==> config.mk <==
export PLATFORM = sky130hd
export DESIGN_NAME = sar_search_ctrl
export DESIGN_NICKNAME = d
export VERILOG_FILES = /design/src/rtl/sar_search_ctrl.sv
export SDC_FILE = /design/constraint.sdc
export NUM_CORES = 1
export LEC_CHECK = 0
export ABC_AREA = 1
export ABC_CLOCK_PERIOD_IN_PS = 1260
export BUFFER_PORTS_ARGS = -buffer_cell sky130_fd_sc_hd__buf_2
export CELL_PAD_IN_SITES_DETAIL_PLACEMENT = 0
export CELL_PAD_IN_SITES_GLOBAL_PLACEMENT = 1
export CORE_MARGIN = 8
export CORE_UTILIZATION = 25
export CTS_BUF_LIST = sky130_fd_sc_hd__clkbuf_8
export CTS_CLUSTER_DIAMETER = 40
export CTS_CLUSTER_SIZE = 14
export DETAILED_ROUTE_END_ITERATION = 7
export PLACE_DENSITY = 0.59
export SLEW_MARGIN = 10
export SYNTH_ARGS = -nofsm -noshare
export SYNTH_HDL_FRONTEND = slang
export SYNTH_SLANG_ARGS = --single-unit
==> constraint.sdc <==
create_clock -name clk -period 1.26 [get_ports clk]
set_clock_uncertainty 0.2 [all_clocks]
set_input_delay 0.252 -clock clk [delete_from_list [all_inputs] [get_ports clk]]
set_output_delay 0.252 -clock clk [all_outputs]
set_load 0.05 [all_outputs]
==> src/rtl/sar_search_ctrl.sv <==
// Successive-approximation search controller: drives a comparator probe MSB-first
// and resolves the unknown operand. Optional macro SAR_CMP_CHECK_EN aborts on non-one-hot flags.
module sar_search_ctrl #(
    parameter  int WIDTH   = 3,
    localparam int STEPS_W = $clog2(WIDTH + 1)
) (
    input  logic               clk,
    input  logic               rst,
    input  logic               start,
    input  logic               cmp_eq,
    input  logic               cmp_gt,
    input  logic               cmp_lt,
    output logic [WIDTH-1:0]   probe,
    output logic               busy,
    output logic               done,
    output logic               found,
    output logic [WIDTH-1:0]   result,
    output logic [STEPS_W-1:0] steps,
    output logic               err
);

    typedef enum logic {IDLE, SEARCH} state_t;

    localparam logic [WIDTH-1:0] MSB = WIDTH'(1) << (WIDTH - 1);

    state_t             state, state_n;
    logic [WIDTH-1:0]   bit_sel, bit_sel_n;   // one-hot marker of the bit under test
    logic [WIDTH-1:0]   probe_n, result_n, probe_adj;
    logic [STEPS_W-1:0] steps_n;
    logic               done_n, found_n, err_n;
    logic               flag_fault;

`ifdef SAR_CMP_CHECK_EN
    assign flag_fault = !$onehot({cmp_eq, cmp_gt, cmp_lt});
`else
    assign flag_fault = 1'b0;
`endif

    assign busy = (state == SEARCH);

    // gt keeps the tested bit; lt, and all-zero flags, clear it.
    always_comb begin
        probe_adj = probe & ~bit_sel;
        casez ({cmp_gt, cmp_lt})
            2'b1?:   probe_adj = probe | bit_sel;
            2'b01:   probe_adj = probe & ~bit_sel;
            default: probe_adj = probe & ~bit_sel;
        endcase
    end

    // NOTE: every signal gets a default first so no path leaves one unassigned (no latches).
    always_comb begin
        state_n   = state;
        probe_n   = probe;
        bit_sel_n = bit_sel;
        result_n  = result;
        steps_n   = steps;
        done_n    = 1'b0;
        found_n   = found;
        err_n     = err;

        case (state)
            IDLE: begin
                if (start) begin
                    state_n   = SEARCH;
                    probe_n   = MSB;
                    bit_sel_n = MSB;
                    steps_n   = '0;
                    found_n   = 1'b0;
                    err_n     = 1'b0;
                end
            end
            SEARCH: begin
                steps_n = steps + STEPS_W'(1);
                if (flag_fault) begin
                    err_n    = 1'b1;
                    done_n   = 1'b1;
                    found_n  = 1'b0;
                    result_n = '0;
                    probe_n  = '0;
                    state_n  = IDLE;
                end else if (cmp_eq) begin
                    result_n = probe;
                    found_n  = 1'b1;
                    done_n   = 1'b1;
                    probe_n  = '0;
                    state_n  = IDLE;
                end else if (bit_sel[0]) begin
                    result_n = probe_adj;
                    found_n  = 1'b0;
                    done_n   = 1'b1;
                    probe_n  = '0;
                    state_n  = IDLE;
                end else begin
                    probe_n   = probe_adj | (bit_sel >> 1);
                    bit_sel_n = bit_sel >> 1;
                end
            end
            default: state_n = IDLE;
        endcase
    end

    // NOTE: sequential state uses non-blocking assignments so all registers update together.
    always_ff @(posedge clk) begin
        if (rst) begin
            state   <= IDLE;
            probe   <= '0;
            bit_sel <= '0;
            result  <= '0;
            steps   <= '0;
            done    <= 1'b0;
            found   <= 1'b0;
            err     <= 1'b0;
        end else begin
            state   <= state_n;
            probe   <= probe_n;
            bit_sel <= bit_sel_n;
            result  <= result_n;
            steps   <= steps_n;
            done    <= done_n;
            found   <= found_n;
            err     <= err_n;
        end
    end

endmodule

==> results.md, run 1 <==
- Worst hold slack: ~110 ps
- Area of the multi-input gates: 320.3 sq um
- GRT Util Overall: under 10%
- #FFs+latches synth: 14
- Post-synth EDFFs: 0
- PD cells: 1252 mW/mm^2
- Post-synthesis cell count: 88
- IO buf count: 15
- P_int: around 0.0008 W
- Commonest register cell after synthesis: dfxtp_1
- Mapped Area: around 660 sq um
- Outcome: completed
- Yosys cell types: 22
- Max VDD drop: 0.8270 mV
- CP peak stage delay: 380 ps
- Hold Crit Class: primary input to register
- Starting density of the core: a little over a quarter
- Post-DRT Antenna Nets: 0
- Synth Area per Inst: approximately 7.5 sq um
- Post-synth ARST share: 0%
- Clk Latency, worst-skew pair: about 250 ps
- CTS tree: done
- Hpwl dp: 1.223 mm
- Synth area leader: dfxtp_1
- GRT overflow: 0
- Sequential fraction of the synthesis area: a little over two fifths
- Crit path kind: register to primary output
- Die width: ~68 um
- Initial antenna violation count: 0
- Final core utilization: a little over a third
- CTS buffer count: 3
- Post-synth top area share: between 40% and 50%
- Crit path DAT: between 700 and 800 ps
- Slowest cell on crit path: dfxtp_4
- Final-report hold violation count: 0
- Crit-path cells: buf_8
- Chip height: roughly 68 um
- P_leak: 0.4205 nW
- Top Ports: 18
- Most common cell in the netlist: nand2_1
- Final nets: between 100 and 150
- Top cells by area, synth: dfxtp_1 (42%), nand2_1 (12%), nand3_1 (6.8%)
- Fmax achieved: between 800 and 900 MHz
- Comb power frac: about a fifth
- Fillers: about 270
- CP max FO: 6
- Startpoint Class: register
- Row count: 18
- CTS sink count: 14
- CTS clk-pin slew, worst paths: ~60 ps
- Placer Congestion: 0.7374
- DRC: 0
- Vias in the first global route: approximately 590
- Via count: ~600
- Synth cell count leaders: nand2_1 (22), dfxtp_1 (14), nand3_1 (9)
- Core Box Area: approximately 0.0025 sq mm
- Largest net degree at the start of global routing: 10
- Fin crit period: between 1000 and 1500 ps
- Final Routed Wirelength: 1.580 mm
- Yosys warns: 0
- Sw power: roughly 0.00033 W
- # hold bufs at CTS: 0
- Worst setup EP type: primary output
- H-tree depth: 1
- Setup violators final: 0
- Syn nets: between 90 and 100
- DRT Pass-1 Iters: 4
- WL per Instance: 11.53 um
- RSZ-0062 raised after global routing: yes
- Clock Path Buffers: 2
- Fin. max-slew vios: 0
- Final Power: 0.001141 W
- Diodes inserted: 0
- Final Cycle Share: between 90 and 100%
- Layout cells sized above 1: a little under two fifths
- DRT iter0 DRCs: 11
- Switching Share: between 20 and 30%
- Number of max-cap violations: 0
- Area delta synth->final: 37.10%
- Global-route wire length before repair: 2.642 mm
- Die ar.: between 0.004 and 0.005 sq mm
- Flop pwr share: a little over two fifths
- Worst Path Buf+Inv: 1
- Worst Path Required: 810 ps
- Clock network power share: 38.7%
- CP top delay family: flip-flops
- Reg area: 294.0 sq um
- CTS root buf: clkbuf_8
- Vias per cell: roughly 4.3
worst paths after layout:
check | startpoint | slack [ps] | endpoint | cells after the start
worst max-delay path | busy$_SDFF_PP0_ | 30 | busy | 1
worst max register to register | busy$_SDFF_PP0_ | 90 | probe[2]$_SDFFE_PP0P_ | 5
worst min-delay path | rst | 110 | probe[1]$_SDFFE_PP0P_ | 2
worst min register to register | result[0]$_SDFFE_PP0P_ | 250 | result[0]$_SDFFE_PP0P_ | 2
flip-flops by register name (all words and copies together), names as in the netlist:
signal,count
probe,3
found,1
result,3
bit_sel,3
busy,1
done,1
steps,2
kinds of logic after synthesis:
group	after synthesis	share of synthesized area, %
AOI/OAI and AO/OA	10	7.721
buffers and inverters	13	9.604
other	1	0.5644
and+or+nand+nor	50	39.92
DFF	14	42.18
power groups by stage:
| stage | clock (W) | combinational [W] | sequential [W] |
|---|---|---|---|
| 5_1_grt | 0.000488 | 0.000238 | 0.000485 |
| 6_report | 0.000442 | 0.000217 | 0.000482 |
| 2_1_floorplan | 0 | 0.0000967 | 0.000540 |
| 3_3_place_gp | 0 | 0.000191 | 0.000492 |
| 4_1_cts | 0.000460 | 0.000208 | 0.000487 |
| 3_5_place_dp | 0 | 0.000190 | 0.000492 |
routing by layer:
layer	vias up	track usage (%)	part of all wire [%]
met4	0	1.567	0.63
met2	17	11.01	42
met3	2	4.967	9.7
met1	257	9.411	47
met5	-	0	0
li1	313	-	-
area by class of cell:
| cell class | count | share of cell area, % |
|---|---|---|
| Sequential cell | 14 | 32.28 |
| Timing Repair Buffer | 18 | 17.99 |
| Inverter | 10 | 4.396 |
| Clock buffer | 4 | 6.044 |
| Multi-Input combinational cell | 61 | 35.16 |
| Tap cell | 30 | 4.121 |
cell usage in the layout (no fill, tap or decap), drive strengths merged:
master,count
nand2,26
buf,17
dfxtp,14
inv,10
nand3,9
nor2,9
a21oi,6
clkbuf,5
o21ai,3
or2,2
nor3,1
nor3b,1
a31oi,1
nand3b,1
nand4,1
conb,1
metrics by stage:
| stage | setup WS (ps) | std cells | area, sq um | TNS, ps |
|---|---|---|---|---|
| detailed placement | 72.53 | 132 | 769.5 | 0 |
| global route | 0.04230 | 137 | 910.9 | 0 |
| finish | 28.77 | 137 | 910.9 | 0 |
| CTS | -29.19 | 136 | 878.3 | -29.19 |
| global placement | 85.15 | 132 | 769.5 | 0 |
| floorplan | 7.798 | 88 | 665.6 | 0 |
repair_timing:
action	in CTS	in global routing
hold endpoints to repair	0	0
setup endpoints to repair	10	9
buffers inserted	0	1
resized for setup	20	10
pin swaps	0	1
Note: power is estimated with default switching activity, not from simulation.
==> run 2, diff against run 1 <==
Settings changed: BUFFER_PORTS_ARGS -buffer_cell sky130_fd_sc_hd__buf_2 to default, DONT_BUFFER_PORTS from default to 1, PLACE_DENSITY 0.59 to 0.51.
==> results.md, run 2 (synthesis results as in run 1) <==
- Max VDD drop: 0.6658 mV (-19%)
- Fillers: 273 (-0.36%)
- Outcome: complete, but fails checks
- CTS clk-pin slew, worst paths: 60 ps (about the same)
- Via count: 586 (-0.51%)
- Hold Crit Class: primary input to register
- Area delta synth->final: 38.04%
- Final nets: 112 (-1.8%)
- Placer Congestion: 0.7723 (+4.7%)
- GRT Util Overall: 7.770% (+0.098 points)
- CP max FO: 5 (-1)
- Worst Path Buf+Inv: 1 (unchanged)
- Failing checks: negative hold slack
- R2r endpoint: found$_SDFFE_PP0P_
- Final-report hold violation count: 11 (+11)
- Vias per cell: 4.373 (+1.7%)
- GRT overflow: 0 (unchanged)
- Biggest regs: bit_sel (3), probe (3), result (3)
- Number of max-cap violations: 0 (unchanged)
- Final Routed Wirelength: 1.570 mm (-0.63%)
- # hold bufs at CTS: 2 (+2)
- CTS root buf: clkbuf_8
- Total Neg Setup Slack: 0 ps (unchanged)
- Reg area: 290.3 sq um (-1.3%)
- Initial antenna violation count: 0 (unchanged)
- DRC: 0 (unchanged)
- WL per Instance: 11.72 um (+1.6%)
- Row count: 18 (unchanged)
- Worst Path Required: 810 ps (about the same)
- Commonest non-fill, non-tap cell in the layout: nand2_1
- Fin crit period: 1250 ps (+18.79 ps)
- Crit path kind: register to primary output
- Crit-path cells: buf_6
- Hold Path Stages: 1 (-1)
- Post-DRT Antenna Nets: 0 (unchanged)
- Global-route wire length before repair: 2.622 mm (-0.76%)
- Vias in the first global route: 554 (-5.9%)
- H-tree depth: 1 (unchanged)
- Die width: 67.55 um (unchanged)
- Final Power: 0.001065 W (-6.7%)
- DRT iter0 DRCs: 20 (+9)
- Clk Latency, worst-skew pair: 240 ps (about the same)
- Setup violators final: 0 (unchanged)
- Crit path DAT: 800 ps (+20 ps)
- Worst R2R Path Depth: 6 (+1)
- P_leak: 0.4109 nW (-2.3%)
- Final Cycle Share: 99.21% (+1.5 points)
- CTS tree: done
- Reg2reg setup slack: 40 ps (-50 ps)
- CP peak stage delay: 390 ps (about the same)
- Diodes inserted: 0 (unchanged)
- Fin. max-slew vios: 0 (unchanged)
- Hpwl dp: 1.221 mm (-0.11%)
- Fmax achieved: 800.0 MHz (-1.5%)
- Critical path depth: 1 (unchanged)
- Worst setup EP type: primary output
- Startpoint Class: register
- RSZ-0062 raised after global routing: yes
- CTS buffer count: 3 (unchanged)
- Reg2Reg Launch Point: busy$_SDFF_PP0_
- CTS sink count: 14 (unchanged)
- Starting density of the core: 26.58% (unchanged)
- Area of the multi-input gates: 340.3 sq um (+6.2%)
- DRT Pass-1 Iters: 4 (unchanged)
- Layout cells sized above 1: 37.50% (+0.12 points)
- Largest net degree at the start of global routing: 9 (-1)
- Clock Path Buffers: 2 (unchanged)
- Core Box Area: 0.002500 sq mm (unchanged)
- PD cells: 1161 mW/mm^2 (-7.3%)
- Chip height: 67.55 um (unchanged)
- IO buf count: 0 (-15)
- Commonest cells after routing, fill and taps aside: nand2_1 (20), nand3_1 (9), dfxtp_1 (8), buf_6 (8)
- CP top delay family: flip-flops
- Die ar.: 0.004563 sq mm (unchanged)
- Top Ports: 18 (unchanged)
- Worst hold slack: -132.1 ps (-237.6 ps)
- Hold-critical path endpoint: found$_SDFFE_PP0P_
- Slowest cell on crit path: dfxtp_4
- HP Start: rst
[run 2: cell count changes in the layout (fill, tap and decap cells not counted), moves of 2 or more]
cell           change
buf_2              -5
buf_6              +3
buf_8              -3
dfxtp_2            +3
dfxtp_4            -2
dlygate4sd3_1      +2
nand2_1            -2
nand2_2            +2
[run 2: power by group]
group	switching, W	internal (W)
Sequential	0.0000215	0.000464
Clock	0.000151	0.000211
Combinational	0.000132	0.0000846
[run 2: routing by layer]
metal	GRT usage, %	part of all wire, %
met2	11.48	45
met1	9.402	44
met5	0	0
met4	3.133	1.3
met3	3.808	9.7
[run 2: how the worst max path moves through the flow]
stage / to / startpoint
after global placement: steps[1]$_SDFFE_PP0P_ / busy$_SDFF_PP0_
after global routing: busy / busy$_SDFF_PP0_
after floorplan: steps[1]$_SDFFE_PP0P_ / busy$_SDFF_PP0_
after detailed placement: probe[2]$_SDFFE_PP0P_ / busy$_SDFF_PP0_
after CTS: steps[1] / steps[1]$_SDFFE_PP0P_
final: busy / busy$_SDFF_PP0_
[run 2: per-stage QoR]
stage	cells	area, sq um	hold slack, ps	util, %	worst slack (ps)
after floorplan	88	665.6	216.6	-	7.798
after global placement	128	777.0	122.6	31.08	42.44
after detailed placement	128	777.0	125.6	31.08	43.00
after CTS	134	879.6	-137.9	35.19	3.829
after global routing	134	917.1	-140.4	36.69	-27.32
final	134	917.1	-132.1	36.69	9.983
[run 2: timing repair]
action	4_1_cts	5_1_grt
buffers inserted	1	0
endpoints found under the setup margin	4	5
endpoints found under the hold margin	13	9
gates cloned	0	0
gates resized for setup	8	10
pin swaps	0	1
[run 2: layout make-up]
type,count,share of cell area (%)
clock buffers,3,4.502
inverters,10,4.366
multi-input cells,61,37.11
flip-flops and latches,14,31.65
well taps,30,4.093
repair buffers,16,18.28
==> run 3, diff against run 2 <==
Settings changed: REMOVE_ABC_BUFFERS from default to 1.
==> results.md, run 3 (synthesis results as in run 1) <==
- Setup ws final: 20.45 ps (+10.47 ps)
- WL per Instance: 12.02 um (+2.6%)
- Commonest non-fill, non-tap cell in the layout: nand2_1
- Starting density of the core: 26.58% (unchanged)
- Pre-CTS setup slack: 47.77 ps (+4.770 ps)
- P_leak: 0.3977 nW (-3.2%)
- Total setup buffers inserted after CTS: 0 (-1)
- Die ar.: 0.004563 sq mm (unchanged)
- Number of max-cap violations: 0 (unchanged)
- Hpwl dp: 1.230 mm (+0.74%)
- CP max FO: 5 (unchanged)
- Fillers: 269 (-1.5%)
- PD cells: 1203 mW/mm^2 (+3.6%)
- Initial antenna violation count: 0 (unchanged)
- Area delta synth->final: 32.77%
- Reg area: 290.3 sq um (unchanged)
- Die width: 67.55 um (unchanged)
- Outcome: complete, but fails checks
- Layout cells sized above 1: 33.33% (-4.2 points)
- Crit path DAT: 790 ps (about the same)
- Final nets: 110 (-1.8%)
- Final Cycle Share: 98.38% (-0.83 points)
- CP peak stage delay: 390 ps (about the same)
- Startpoint Class: register
- Final Power: 0.001061 W (-0.35%)
- Finished Layout Cells: 132 (-1.5%)
- Fin crit period: 1240 ps (-10.47 ps)
- Hold Path Stages: 1 (unchanged)
- Slowest cell on crit path: dfxtp_4
- Worst Path Buf+Inv: 1 (unchanged)
- Total Neg Setup Slack: 0 ps (unchanged)
- Biggest regs: bit_sel (3), probe (3), result (3)
- Max VDD drop: 0.6756 mV (+1.5%)
- Area of the multi-input gates: 320.3 sq um (-5.9%)
- Worst hold slack: -135.3 ps (-3.218 ps)
- Diodes inserted: 0 (unchanged)
- Top Ports: 18 (unchanged)
- Fin. max-slew vios: 0 (unchanged)
- Global-route wire length before repair: 2.635 mm (+0.50%)
- Commonest cells after routing, fill and taps aside: nand2_1 (22), nand3_1 (9), dfxtp_1 (8)
- Hold Crit Class: primary input to register
- CTS tree: done
- Via count: 568 (-3.1%)
- DRT Pass-1 Iters: 4 (unchanged)
- Crit path kind: register to primary output
- Vias in the first global route: 544 (-1.8%)
- Final Routed Wirelength: 1.587 mm (+1.1%)
- IO buf count: 0 (unchanged)
- Row count: 18 (unchanged)
- # hold bufs at CTS: 2 (unchanged)
- Fmax achieved: 806.7 MHz (+0.84%)
- Critical path depth: 1 (unchanged)
- Chip height: 67.55 um (unchanged)
- Failing checks: negative hold slack
- GRT Util Overall: 7.918% (+0.15 points)
- Post-DRT Antenna Nets: 0 (unchanged)
- RSZ-0062 raised after global routing: yes
- Clock Path Buffers: 2 (unchanged)
- Setup violators final: 0 (unchanged)
- Crit-path cells: buf_8
- CP top delay family: flip-flops
- CTS buffer count: 3 (unchanged)
- Core Box Area: 0.002500 sq mm (unchanged)
- Worst Path Required: 810 ps (about the same)
- Largest net degree at the start of global routing: 10 (+1)
- CTS clk-pin slew, worst paths: 60 ps (about the same)
- Placer Congestion: 0.8035 (+4.0%)
- Cell count after placement: 127 (-0.78%)
- Worst R2R Path Depth: 5 (-1)
- CTS sink count: 14 (unchanged)
- CTS root buf: clkbuf_8
- Final-report hold violation count: 13 (+2)
- Worst setup EP type: primary output
- H-tree depth: 1 (unchanged)
- Clk Latency, worst-skew pair: 250 ps (about the same)
- Vias per cell: 4.303 (-1.6%)
- DRT iter0 DRCs: 7 (-65%)
- DRC: 0 (unchanged)
- GRT overflow: 0 (unchanged)
run 3: changes by cell type in the layout (fill, tap and decap cells not counted), sizes merged:
cell / delta
buf: -2
run 3: area by class of cell:
type | count | share of cell area (%)
clock buffer | 3 | 4.681
inverter | 10 | 4.539
multi-input combinational | 61 | 36.31
sequential | 14 | 32.91
tap | 30 | 4.255
timing repair buffer | 14 | 17.30
run 3: per-layer routing:
layer / up-vias / GRT usage (%) / share of wire [%]
met3: 2 / 5.960 / 11
met1: 243 / 8.302 / 44
met5: - / 0 / 0
li1: 306 / - / -
met2: 17 / 11.83 / 44
met4: 0 / 3.133 / 1.1
run 3: repair_timing:
action,in CTS,in global routing
hold endpoints to repair,13,11
resized for setup,10,6
endpoints found under the setup margin,5,5
run 3: path summary, 6_finish.rpt:
path	startpoint	endpoint	slack [ps]
worst max register to register	busy$_SDFF_PP0_	probe[2]$_SDFFE_PP0P_	90
worst min register to register	result[0]$_SDFFE_PP0P_	result[0]$_SDFFE_PP0P_	250
worst min-delay path	rst	probe[1]$_SDFFE_PP0P_	-140
worst max-delay path	busy$_SDFF_PP0_	busy	20
run 3: where the power goes:
part / total (W) / leakage, nW / internal [W] / switching (W)
logic: 0.000203 / 0.259 / 0.0000761 / 0.000127
registers: 0.000485 / 0.117 / 0.000464 / 0.0000204
clock network: 0.000373 / 0.0216 / 0.000212 / 0.000161
total: 0.00106 / 0.398 / 0.000752 / 0.000309
run 3: metrics by stage:
| stage | util [%] | cell area (sq um) | hold slack (ps) |
|---|---|---|---|
| finish | 35.29 | 882.1 | -135.3 |
| global route | 35.29 | 882.1 | -144.7 |
| detailed placement | 31.23 | 780.7 | 126.5 |
| global placement | 31.23 | 780.7 | 126.3 |
| CTS | 34.73 | 868.3 | -140.8 |
| floorplan | - | 640.6 | 121.1 |
